--- src/rtl/ap_frame_pkg.sv ---
// ap_frame_pkg: definitions shared by the frame checker slice.
//   state_e      frame parser states
//   LEN_LSB/TAG_LSB      header field offsets (32-bit fields)
//   TRL_*        trailer field offsets
//   xor_fold128  folds a 128-bit word into 32 bits by XOR of its four lanes
package ap_frame_pkg;

    typedef enum logic [1:0] {
        IDLE = 2'd0,
        HDR  = 2'd1,
        PAY  = 2'd2,
        TRL  = 2'd3
    } state_e;

    localparam int FIELD_W = 32;

    // Header layout: bits [127:64] are opaque and forwarded untouched.
    localparam int LEN_LSB = 0;
    localparam int TAG_LSB = 32;

    // Trailer layout: {oversize, 15'h0, seq, csum, tag, count}.
    localparam int TRL_COUNT_LSB = 0;
    localparam int TRL_TAG_LSB   = 32;
    localparam int TRL_CSUM_LSB  = 64;
    localparam int TRL_SEQ_LSB   = 96;
    localparam int TRL_SEQ_W     = 16;
    localparam int TRL_OVS_BIT   = 127;

    function automatic logic [31:0] xor_fold128(input logic [127:0] w);
        xor_fold128 = w[31:0] ^ w[63:32] ^ w[95:64] ^ w[127:96];
    endfunction

endpackage

--- src/rtl/ap_frame_trailer_gen.sv ---
// ap_frame_trailer_gen: holds the per-frame trailer fields and builds the
// trailer word.
//   ip_clk, rst        clock, synchronous active-high reset
//   hdr_load           header accepted: capture tag/count/oversize, clear csum
//   hdr_tag/count/oversize  values captured on hdr_load
//   pay_acc, pay_word  payload word accepted: fold it into the checksum
//   trl_write          trailer written: advance the sequence number
//   trailer            assembled trailer word
//   oversize           oversize flag of the current frame
module ap_frame_trailer_gen
    import ap_frame_pkg::*;
(
    input  logic         ip_clk,
    input  logic         rst,
    input  logic         hdr_load,
    input  logic [31:0]  hdr_tag,
    input  logic [31:0]  hdr_count,
    input  logic         hdr_oversize,
    input  logic         pay_acc,
    input  logic [127:0] pay_word,
    input  logic         trl_write,
    output logic [127:0] trailer,
    output logic         oversize
);

    logic [31:0]          tag_r;
    logic [31:0]          count_r;
    logic [31:0]          csum_r;
    logic [TRL_SEQ_W-1:0] seq_r;
    logic                 oversize_r;
    logic [127:0]         trailer_s;

    // Frame fields: captured at the header, checksum folded per payload word, seq bumped per trailer
    always_ff @(posedge ip_clk) begin
        if (rst) begin
            tag_r      <= 32'h0;
            count_r    <= 32'h0;
            csum_r     <= 32'h0;
            seq_r      <= 16'h0;
            oversize_r <= 1'b0;
        end else begin
            if (hdr_load) begin
                tag_r      <= hdr_tag;
                count_r    <= hdr_count;
                oversize_r <= hdr_oversize;
                csum_r     <= 32'h0;
            end else if (pay_acc) begin
                csum_r <= csum_r ^ xor_fold128(pay_word);
            end
            if (trl_write) begin
                seq_r <= seq_r + 16'd1;
            end
        end
    end

    // Trailer word assembly; bits [126:112] stay zero
    always_comb begin
        trailer_s = 128'h0;
        trailer_s[TRL_COUNT_LSB +: FIELD_W]  = count_r;
        trailer_s[TRL_TAG_LSB +: FIELD_W]    = tag_r;
        trailer_s[TRL_CSUM_LSB +: FIELD_W]   = csum_r;
        trailer_s[TRL_SEQ_LSB +: TRL_SEQ_W]  = seq_r;
        trailer_s[TRL_OVS_BIT]               = oversize_r;
    end

    assign trailer  = trailer_s;
    assign oversize = oversize_r;

endmodule

--- config.mk ---
export PLATFORM = sky130hd
export DESIGN_NAME = ap_frame_trailer_gen
export DESIGN_NICKNAME = d
export VERILOG_FILES = /design/src/rtl/ap_frame_pkg.sv /design/src/rtl/ap_frame_trailer_gen.sv
export SDC_FILE = /design/constraint.sdc
export NUM_CORES = 1
export LEC_CHECK = 0
export ABC_AREA = 1
export BUFFER_PORTS_ARGS = -buffer_cell sky130_fd_sc_hd__buf_2
export CORE_UTILIZATION = 35
export DETAILED_ROUTE_END_ITERATION = 8
export HOLD_SLACK_MARGIN = 0.03
export PLACE_DENSITY = 0.7
export SLEW_MARGIN = 20
export SYNTH_ARGS = -nofsm -noshare
export SYNTH_HDL_FRONTEND = slang
export SYNTH_SLANG_ARGS = --single-unit
--- constraint.sdc ---
create_clock -name ip_clk -period 2.1 [get_ports ip_clk]
set_clock_uncertainty 0.2 [all_clocks]
set_input_delay 0.63 -clock ip_clk [delete_from_list [all_inputs] [get_ports ip_clk]]
set_output_delay 0.63 -clock ip_clk [all_outputs]
set_load 0.05 [all_outputs]
Word level (Yosys, flattened, before mapping) --
Index checks and enable logic that the tools add are counted.
Word-level totals: register bits after elaboration 113, output and inout port bits 129, word-level logic and storage cells 11
Cells by class: reduce and logical (&&, ||, !) cells 1, add/sub/neg operators 1, bitwise gates (word level) 4
Operators with widths (count):
- 32-bit XOR | 4
- 16-bit by 1-bit adder with 16-bit output (second input constant) | 1
- 2-bit OR reduction | 1

Longest topological paths before layout --
depth after elaboration 4, depth in mapped cells 8, gate-level depth less buffers 8

Worst setup path after synthesis --
Ideal clock, no wire load.
kind flip-flop to flip-flop, start reg seq_r[0], end reg seq_r[14], path slack 0.225 ns, data arrival time 1.560 ns, required time 1.786 ns, setup time 0.114 ns, clock period less this slack 1.875 ns, stages on the path, launching flop included 9, cells stage by stage dfxtp_1 ha_1 nand2_1 nor3_4 nand3_2 nor2_2 nand2_1 nand2_1 nor2_1
Between the ends: longest elaborated chain between the ends 1
RTL lines:
- start, declared | RTL line ap_frame_trailer_gen.sv:29 | logic [TRL_SEQ_W-1:0] seq_r;
- start signal, assigned | RTL line ap_frame_trailer_gen.sv:51 | seq_r <= seq_r + 16'd1;
- 16-bit by 1-bit adder with 16-bit output | RTL line ap_frame_trailer_gen.sv:51
No other way between the ends. A chain may end at the register's enable or synchronous reset.

Worst setup path in the final report --
start reg seq_r[5], end out trailer[101]
RTL lines:
- end, declared | RTL line ap_frame_trailer_gen.sv:22 | output logic [127:0] trailer,
No word-level cell between the ends.

==> metrics.md <==
| Metric | Value |
|---|---|
| Status | `complete, no violations` |
| RSZ-0062 raised after global routing | `no` |
| FMAX | `0.5067 GHz` |
| Worst R2R End | `seq_r[14]` |
| Reg-to-reg startpoint | `seq_r[0]` |
| CTS Buf Count | `17` |
| Setup Crit Path Kind | `flip-flop to output port` |
| Full die area | `0.01759 sq mm` |
| Period utilization | `93.99%` |
| Row count | `47` |
| Initial Utilization | `35.88%` |
| DP Wirelength | `12,330 microns` |
| Overall routing resource usage | `18.32%` |
| Setup TNS | `0 ns` |
| Most frequent cells after synthesis | `170 x nor2_1, 149 x nand2_1, 113 x dfxtp_1` |
| Ys async rst share | `0%` |
| Setup repair bufs after CTS | `0` |
| #FFs+latches synth | `113` |
| P_sw | `2.205 mW` |
| Max Cap Violations | `0` |
| Antenna violations before repair | `0` |
| Synth area leader | `dfxtp_1` |
| Clock power frac | `41.0%` |
| Fill count | `1,663` |
| Vias in the first global route | `5,645` |
| Drt initial violations | `107` |
| Clk root buf | `clkbuf_16` |
| Area contributors post-synth | `dfxtp_1 38%, nor2_1 11%, xnor2_1 9.4%` |
| Area of the multi-input gates | `0.003299 sq mm` |
| Fin crit period | `1.974 ns` |
| Post-synthesis sequential area ratio | `37.89%` |
| Number of routed nets with antenna violations | `0` |
| Crit end category | `output port` |
| CP max FO | `6` |
| PostCTS Resize Cnt | `0` |
| Switching share of power | `33.78%` |
| CP startpoint kind | `flip-flop` |
| Mapped Area | `0.005971 sq mm` |
| Layer with the highest usage | `met2` |
| GR Layer Usage met2 | `33.92%` |
| CTS tree | `built` |
| Syn-to-layout area delta | `37.93%` |
| DIE WIDTH | `132.6 microns` |
| Power density over cell area | `792.5 mW/mm^2` |
| Crit path cell chain | `buf_2` |
| Yosys cell types | `29` |
| PortBufs | `311` |
| Worst path top cell family by delay | `flip-flops` |
| Top-count cell post-synth | `nor2_1` |
| CTS H-tree depth | `4` |
| WP data arrival | `1.14 ns` |
| Largest net degree at the start of global routing | `76` |
| Peak supply drop | `0.0005297 V` |
| Part of the power in registers | `35.7%` |
| Critical Path RT | `1.27 ns` |
| DR vias/cell | `4.449` |
| Reg area | `0.002262 sq mm` |
| First-pass GRT wire length | `25,910 microns` |
| ANT cells | `0` |
| HP Start | `hdr_tag[13]` |
| Vias | `6,011` |
| Min-delay worst type | `input port to flip-flop` |
| Max Transition Viols Final | `0` |
| Die height | `132.6 microns` |
| FF-to-FF setup slack | `0.53 ns` |
| Crit path largest cell delay | `0.42 ns` |
| Mapped Cells | `815` |
| Routability cong. | `0.7774` |
| Slowest CP cell | `dfxtp_1` |
| Layout cell share with drive strength beyond 1 | `31.92%` |
| Dominant synthesized flop cell | `dfxtp_1` |
| Io pins | `327` |
| EDFF count, synth | `0` |
| Met3 GRT Util | `6.130%` |
| NumNets Final | `1,317` |
| Core Box Area | `0.01664 sq mm` |
| Synth warnings | `0` |
| Leakage | `4.179 nW` |
| WL/cell | `11.85 microns` |
| Syn Area/Cell | `7.326 sq um` |
| Cts hold-fix bufs | `0` |
| Logic pwr share | `23.3%` |
| Setup-failing EPs final | `0` |
| Met1 GRT Util | `19.01%` |
| CTS sink count | `113` |
| Clock Path Buffers | `2` |
| Hold Path Depth | `3` |
| Final hold vios | `0` |
| Worst-Skew Late Latency | `0.41 ns` |
| Sum of buffers and inverters on the critical path | `1` |
| Area share of the largest cell type after synthesis | `37.89%` |
| Worst-path clk slew | `0.07 ns` |
| Pint | `4.322 mW` |
| Tot Pwr | `6.527 mW` |
| Worst R2R Path Depth | `8` |
| Gr ovfl total | `0` |
| Hold Crit Endpoint | `tag_r[13]` |
| Detailed-router iteration count before antenna repair | `4` |
| Drt total wl | `16,010 microns` |
| DR DRC count | `0` |
-- registers in the layout, indices dropped and copies added, names as in the netlist --
| register | count |
|---|---|
| count_r | 32 |
| csum_r | 32 |
| tag_r | 32 |
| seq_r | 16 |
| oversize | 1 |
-- power groups by stage --
| stage | clock network [mW] | registers (mW) | logic (mW) |
|---|---|---|---|
| finish | 2.67 | 2.33 | 1.52 |
| CTS | 2.76 | 2.33 | 1.54 |
| global placement | 0 | 2.37 | 1.51 |
| detailed placement | 0 | 2.37 | 1.53 |
| floorplan | 0 | 2.80 | 0.646 |
| global route | 2.84 | 2.35 | 1.67 |
-- cells in the final DEF, fill, tap and decap left out, drive strengths merged, types with 6 or more instances in the layout --
cell    synthesis  final
xor2           49     49
dfxtp         113    113
o21bai         32     32
nand2         149    149
a21oi          14     14
nand3           6      6
nand4          16     16
conb            1     15
inv            48     54
nor2          175    175
clkinv          0      7
xnor2          64     64
buf            38    319
nor3b          18     18
o21ai          71     71
nor3            7      7
clkbuf         11     18
-- metrics by stage --
stage	cells	hold WS, ns	util, %	cell area [sq um]	setup slack, ns
final	1351	0.2323	49.49	8235	0.1263
after detailed placement	1319	0.2551	46.17	7684	0.3085
after global routing	1351	0.2232	49.49	8235	0.05924
after floorplan	829	0.4803	-	6023	0.2251
after CTS	1351	0.2183	49.49	8235	0.1008
after global placement	1319	0.2480	46.17	7684	0.3294
-- cell type report --
type | count | share of cell area [%]
flip-flops and latches | 113 | 27.47
clock inverters | 14 | 1.489
clock buffers | 18 | 5.211
well taps | 220 | 3.342
repair buffers | 319 | 20.24
multi-input cells | 619 | 40.06
inverters | 48 | 2.188
-- kinds of logic after synthesis --
logic type / count (synthesis) / synth area share (%)
and+or+nand+nor: 372 / 26.26
other: 1 / 0.06281
adders and majority gates: 1 / 0.2095
buffers and inverters: 97 / 7.733
DFF: 113 / 37.89
AOI/OAI and AO/OA: 118 / 11.27
xor gates and xnor gates: 113 / 16.58
-- layer usage --
metal  routed length [microns]  vias to the layer above
met2                      7978                      220
met4                       306                        0
met1                      6502                     2617
met3                      1225                       21
li1                          -                     3153
met5                         0                        -
-- how the worst max path moves through the flow --
stage / startpoint / end / slack [ns] / cells past startpoint
final: seq_r[5] / trailer[101] / 0.13 / 1
after global routing: seq_r[0] / trailer[96] / 0.06 / 1
after CTS: seq_r[0] / trailer[96] / 0.10 / 1
after detailed placement: trl_write / seq_r[15] / 0.31 / 8
after global placement: trl_write / seq_r[15] / 0.33 / 8
after floorplan: seq_r[0] / seq_r[14] / 0.23 / 8
Note: power is estimated with default switching activity, not from simulation.
